[src/rtl/multi_region_lock_ctrl.sv]
`default_nettype none
// ============================================================================
// Module   : multi_region_lock_ctrl
// Purpose  : Per-region key-unlocked lock bits with sticky lock and global
//            wrong-key lockout, sitting between the command bus and gating.
// Revision : 1.0 - initial release
// ============================================================================
module multi_region_lock_ctrl #(
  parameter int                NUM_REGIONS = 4,
  parameter int                REGION_W    = 2,
  parameter int                KEY_W       = 32,
  parameter logic [KEY_W-1:0]  UNLOCK_KEY  = 32'hA5C3_0F1E,
  parameter int                MAX_FAILS   = 3,
  parameter int                FAIL_W      = 2
) (
  input  logic                   clk,
  input  logic                   resetn,
  input  logic                   cmd_valid,
  output logic                   cmd_ready,
  input  logic [1:0]             cmd_op,
  input  logic [REGION_W-1:0]    cmd_region,
  input  logic [KEY_W-1:0]       cmd_key,
  output logic                   resp_valid,
  output logic                   resp_ok,
  output logic [NUM_REGIONS-1:0] locked,
  output logic [NUM_REGIONS-1:0] sticky,
  output logic                   lockout,
  output logic [FAIL_W-1:0]      fail_count
);

  localparam logic [1:0]        OP_UNLOCK = 2'b00;
  localparam logic [1:0]        OP_RELOCK = 2'b01;
  localparam logic [1:0]        OP_STICKY = 2'b10;
  localparam logic [1:0]        OP_RSVD   = 2'b11;
  localparam logic [FAIL_W-1:0] FAIL_MAX  = FAIL_W'(MAX_FAILS);

  typedef enum logic [1:0] {
    S_IDLE    = 2'd0,
    S_CHECK   = 2'd1,
    S_RESP    = 2'd2,
    S_LOCKOUT = 2'd3
  } state_t;

  state_t                  state, state_nxt;
  logic [1:0]              op_q;
  logic [REGION_W-1:0]     region_q;
  logic [KEY_W-1:0]        key_q;
  logic                    key_match_q, region_valid_q, op_legal_q;

  logic [NUM_REGIONS-1:0]  sel;
  logic [NUM_REGIONS-1:0]  locked_nxt, sticky_nxt;
  logic [FAIL_W-1:0]       fail_nxt;
  logic                    resp_valid_nxt, resp_ok_nxt, lockout_nxt;

  assign cmd_ready = (state == S_IDLE);

  always_ff @(posedge clk or negedge resetn) begin
    if (!resetn) begin
      state          <= S_IDLE;
      op_q           <= '0;
      region_q       <= '0;
      key_q          <= '0;
      key_match_q    <= 1'b0;
      region_valid_q <= 1'b0;
      op_legal_q     <= 1'b0;
      locked         <= '1;
      sticky         <= '0;
      fail_count     <= '0;
      lockout        <= 1'b0;
      resp_valid     <= 1'b0;
      resp_ok        <= 1'b0;
    end else begin
      state      <= state_nxt;
      locked     <= locked_nxt;
      sticky     <= sticky_nxt;
      fail_count <= fail_nxt;
      lockout    <= lockout_nxt;
      resp_valid <= resp_valid_nxt;
      resp_ok    <= resp_ok_nxt;
      if (state == S_IDLE && cmd_valid) begin
        op_q     <= cmd_op;
        region_q <= cmd_region;
        key_q    <= cmd_key;
      end
      if (state == S_CHECK) begin
        key_match_q    <= (key_q == UNLOCK_KEY);
        region_valid_q <= (32'(region_q) < NUM_REGIONS);
        op_legal_q     <= (op_q != OP_RSVD);
      end
    end
  end

  // One-hot target mask; empty for out-of-range regions so no update can land.
  assign sel = region_valid_q ? (NUM_REGIONS'(1) << region_q) : '0;

  always_comb begin
    state_nxt      = state;
    locked_nxt     = locked;
    sticky_nxt     = sticky;
    fail_nxt       = fail_count;
    lockout_nxt    = lockout;
    resp_valid_nxt = 1'b0;
    resp_ok_nxt    = 1'b0;
    case (state)
      S_IDLE: begin
        if (cmd_valid) state_nxt = S_CHECK;
      end
      S_CHECK: begin
        state_nxt = S_RESP;
      end
      S_RESP: begin
        resp_valid_nxt = 1'b1;
        if (op_legal_q && region_valid_q) begin
          case (op_q)
            OP_UNLOCK: begin
              // Sticky regions reject before the key is evaluated.
              if ((sticky & sel) == '0) begin
                if (key_match_q) begin
                  locked_nxt  = locked & ~sel;
                  fail_nxt    = '0;
                  resp_ok_nxt = 1'b1;
                end else if (fail_count < FAIL_MAX) begin
                  fail_nxt = fail_count + FAIL_W'(1);
                end
              end
            end
            OP_RELOCK: begin
              locked_nxt  = locked | sel;
              resp_ok_nxt = 1'b1;
            end
            OP_STICKY: begin
              locked_nxt  = locked | sel;
              sticky_nxt  = sticky | sel;
              resp_ok_nxt = 1'b1;
            end
            default: ;
          endcase
        end
        if (fail_nxt == FAIL_MAX) begin
          state_nxt   = S_LOCKOUT;
          lockout_nxt = 1'b1;
          locked_nxt  = '1;
        end else begin
          state_nxt = S_IDLE;
        end
      end
      S_LOCKOUT: begin
        lockout_nxt = 1'b1;
        locked_nxt  = '1;
      end
      default: state_nxt = S_IDLE;
    endcase
  end

endmodule
`default_nettype wire

[config.mk]
export PLATFORM = sky130hd
export DESIGN_NAME = multi_region_lock_ctrl
export DESIGN_NICKNAME = d
export VERILOG_FILES = /design/src/rtl/multi_region_lock_ctrl.sv
export SDC_FILE = /design/constraint.sdc
export NUM_CORES = 1
export LEC_CHECK = 0
export BUFFER_PORTS_ARGS = -buffer_cell sky130_fd_sc_hd__buf_4
export CAP_MARGIN = 5
export CORE_UTILIZATION = 48
export CTS_CLUSTER_SIZE = 25
export DETAILED_ROUTE_END_ITERATION = 8
export PLACE_DENSITY = 0.75
export SYNTH_ARGS = -nofsm -noshare
export SYNTH_HDL_FRONTEND = slang
export SYNTH_SLANG_ARGS = --single-unit
[constraint.sdc]
create_clock -name clk -period 1.7 [get_ports clk]
set_input_delay 0.17 -clock clk [delete_from_list [all_inputs] [get_ports clk]]
set_output_delay 0.17 -clock clk [all_outputs]
set_load 0.005 [all_outputs]
==> summary.txt <==
STA
  – Worst Skew: 0.008708 ns
  – Final min period: 1.714 ns
  – RSZ-0062 raised after global routing: yes
  – Tcrit/Tclk final: 1.008
  – Final setup violating endpoints: 4
  – Max-slew violation count: 0
  – Final hold vios: 0
  – F_max: 583.4 MHz
  – Final worst slack: -0.01415 ns
  – Worst Tran Pin Value: 0.6529 ns
  – Relative slew slack: 0.5648

Synth
  – Mapped Avg Cell Area: 12.77 um^2
  – Mapped cell area: 0.002440 mm^2
  – FFs w/ async S/R, synth: 1.000
  – Main flop type after synthesis: dfrtp_1
  – Cell variety after synth: 37
  – Syn nets: 239
  – Count leader, synth: dfrtp_1
  – Post-synth EDFFs: 0
  – Top cell type's share of synthesized area: 0.5128
  – #FFs+latches synth: 54
  – Synth area leader: dfrtp_1
  – Commonest cells in the netlist: dfrtp_1, mux2_2, nand2_1
  – YS warnings: 0
  – Post-synthesis sequential area ratio: 0.5559
  – Mapped Cells: 191
  – Area contributors post-synth: dfrtp_1, mux2_2, ha_1

Run status
  – Status: finished with violations
  – Failing checks: negative setup slack

GRT
  – Grt total ovfl: 0
  – First-pass GRT wire length: 7.362 mm
  – Vias in the first global route: 1720
  – Initial antenna violation count: 0
  – Largest net degree at the start of global routing: 55
  – All-Layer GR Usage: 0.1814

Setup path
  – CP startpoint: region_q[1]
  – Crit end category: register
  – Reg2Reg Depth: 8
  – Arrival time at the worst endpoint: 1.94 ns
  – Crit path to: state[1]
  – Worst r2r dst: state[1]
  – CP required: 1.93 ns
  – Worst R2R Start: region_q[1]
  – Crit Path Max Fanout: 8
  – CP Class: reg -> reg
  – Startpoint type of the worst setup path: register
  – Worst R2R Setup Slack: -0.01 ns

Floorplanning
  – Total die area: 0.005372 mm^2
  – Core area: 0.004817 mm^2
  – Die Ht: 73.30 um
  – Initial core utilization: 0.5065
  – Cell Rows: 25
  – Die Wd: 73.30 um
  – I/O Pins: 53

Routing
  – DR WL/cell: 14.75 um
  – 1st-iter DRT viols: 114
  – Vias per inst: 5.303
  – Final WL: 4.824 mm
  – Post-DRT Antenna Nets: 0
  – Via count: 1734
  – First-pass iteration count of the detailed router: 4
  – Drc violations: 0

Finish
  – Finished Core Util: 0.6657
  – Antenna Cells: 0
  – Final instance area: 0.003207 mm^2
  – Synth-to-Final Area Change: 31.44%
  – Share of layout cells above drive strength 1: 0.5192
  – Fin nets: 307
  – Post-Layout Cell Count: 327

Power and ir drop
  – Tot Pwr: 5.384 mW
  – Worst vdd ir: 0.7771 mV
  – Cell Pwr Density: 1679 mW/mm^2
  – Static Leak: 1.437 nW

Min path
  – Worst min path class: in -> reg

CTS
  – Root Buffer: clkbuf_8
  – TritonCTS clock tree: done
  – Worst-path clk slew: 0.09 ns
  – CTS Buf Count: 5
  – Clk sinks: 54
  – Clk_lat worst skew: 0.30 ns
  – H-tree depth: 2
  – Clk buf depth: 2

Placed design
  – HPWL after detailed placement: 3.254 mm
  – IO buf count: 52
  – Placed Cells: 313
  – Placed cell area: 0.002963 mm^2
  – GPL Wtd Cong: 0.8709
  – Pre-CTS WS: -0.02209 ns

Run
  – Max-cap violations: 0
-- logic make-up after synthesis --
logic type / synth area share
adders and majority gates: 0.04615
muxes: 0.1744
buffers and inverters: 0.02666
DFF: 0.5559
and+or+nand+nor: 0.1015
AOI/OAI and AO/OA: 0.09539
-- state kept, by name, indices dropped and copies added (netlist names) --
signal,count
fail_count,2
op_legal_q,1
op_q,2
state,2
region_q,2
lockout,1
locked,4
key_match_q,1
resp_valid,1
resp_ok,1
sticky,4
key_q,32
region_valid_q,1
-- where the power goes --
group / internal, mW / switching (mW)
registers: 1.86 / 0.362
clock network: 0.291 / 0.394
logic: 1.37 / 1.11
total: 3.52 / 1.86
-- final cells by class --
class	instances	area [um^2]
clock inverter	2	13.76
sequential	54	1356
clock buffer	6	72.57
timing repair buffer	67	530.5
multi-input combinational	122	1116
fill	383	1610
inverter	9	33.78
tap	67	83.83
-- metal layers --
| layer | track usage | vias to the layer above | wire length, um |
|---|---|---|---|
| met1 | 0.2317 | 843 | 1983 |
| li1 | - | 825 | - |
| met4 | 0.05983 | 0 | 87 |
| met2 | 0.3014 | 57 | 2464 |
| met5 | 0 | - | 0 |
| met3 | 0.04801 | 9 | 289 |
-- metrics by stage --
stage               setup TNS [ns]  hold slack, ns
finish                    -0.03183         0.09197
global route               -0.6203         0.07734
CTS                              0         0.08802
detailed placement        -0.02584          0.2483
global placement                 0          0.2485
floorplan                   -1.530         -0.1256
-- worst min-delay path by stage --
stage,startpoint,end,slack [ns],cells past startpoint
CTS,cmd_op[0],op_q[0],0.09,2
detailed placement,resetn,lockout,0.25,1
finish,cmd_op[0],op_q[0],0.09,2
global placement,resetn,lockout,0.25,1
floorplan,resetn,fail_count[0],-0.13,0
global route,cmd_key[17],key_q[17],0.08,2
-- cell usage in the layout (no fill, tap or decap), drive strengths merged, types with 3 or more instances in the layout --
| master | Yosys | layout |
|---|---|---|
| inv | 9 | 9 |
| buf | 2 | 66 |
| o32ai | 6 | 6 |
| nor3 | 4 | 4 |
| nand2 | 15 | 15 |
| nand4 | 3 | 3 |
| nor2 | 7 | 7 |
| dfstp | 4 | 4 |
| a21oi | 8 | 8 |
| ha | 9 | 9 |
| dfrtp | 50 | 50 |
| mux2 | 36 | 36 |
| nand3 | 3 | 3 |
| clkbuf | 4 | 6 |
| o21ai | 7 | 7 |
-- repair_timing --
action / in CTS / in global routing
pin swaps: 3 / 15
hold endpoints to repair: 50 / 0
resized for setup: 6 / 12
buffers inserted: 1 / 7
hold buffers: 1 / 0
setup endpoints to repair: 6 / 8
-- worst max-delay path, stage by stage, from the launching register on --
cell and delay (ns):
dfrtp_1 0.43, buf_4 0.16, nand3_1 0.10, o21ai_2 0.13, or3_4 0.36, a21boi_4 0.16, buf_12 0.16, a21oi_4 0.05
o22ai_2 0.10
(Power assumes the default switching activity.)
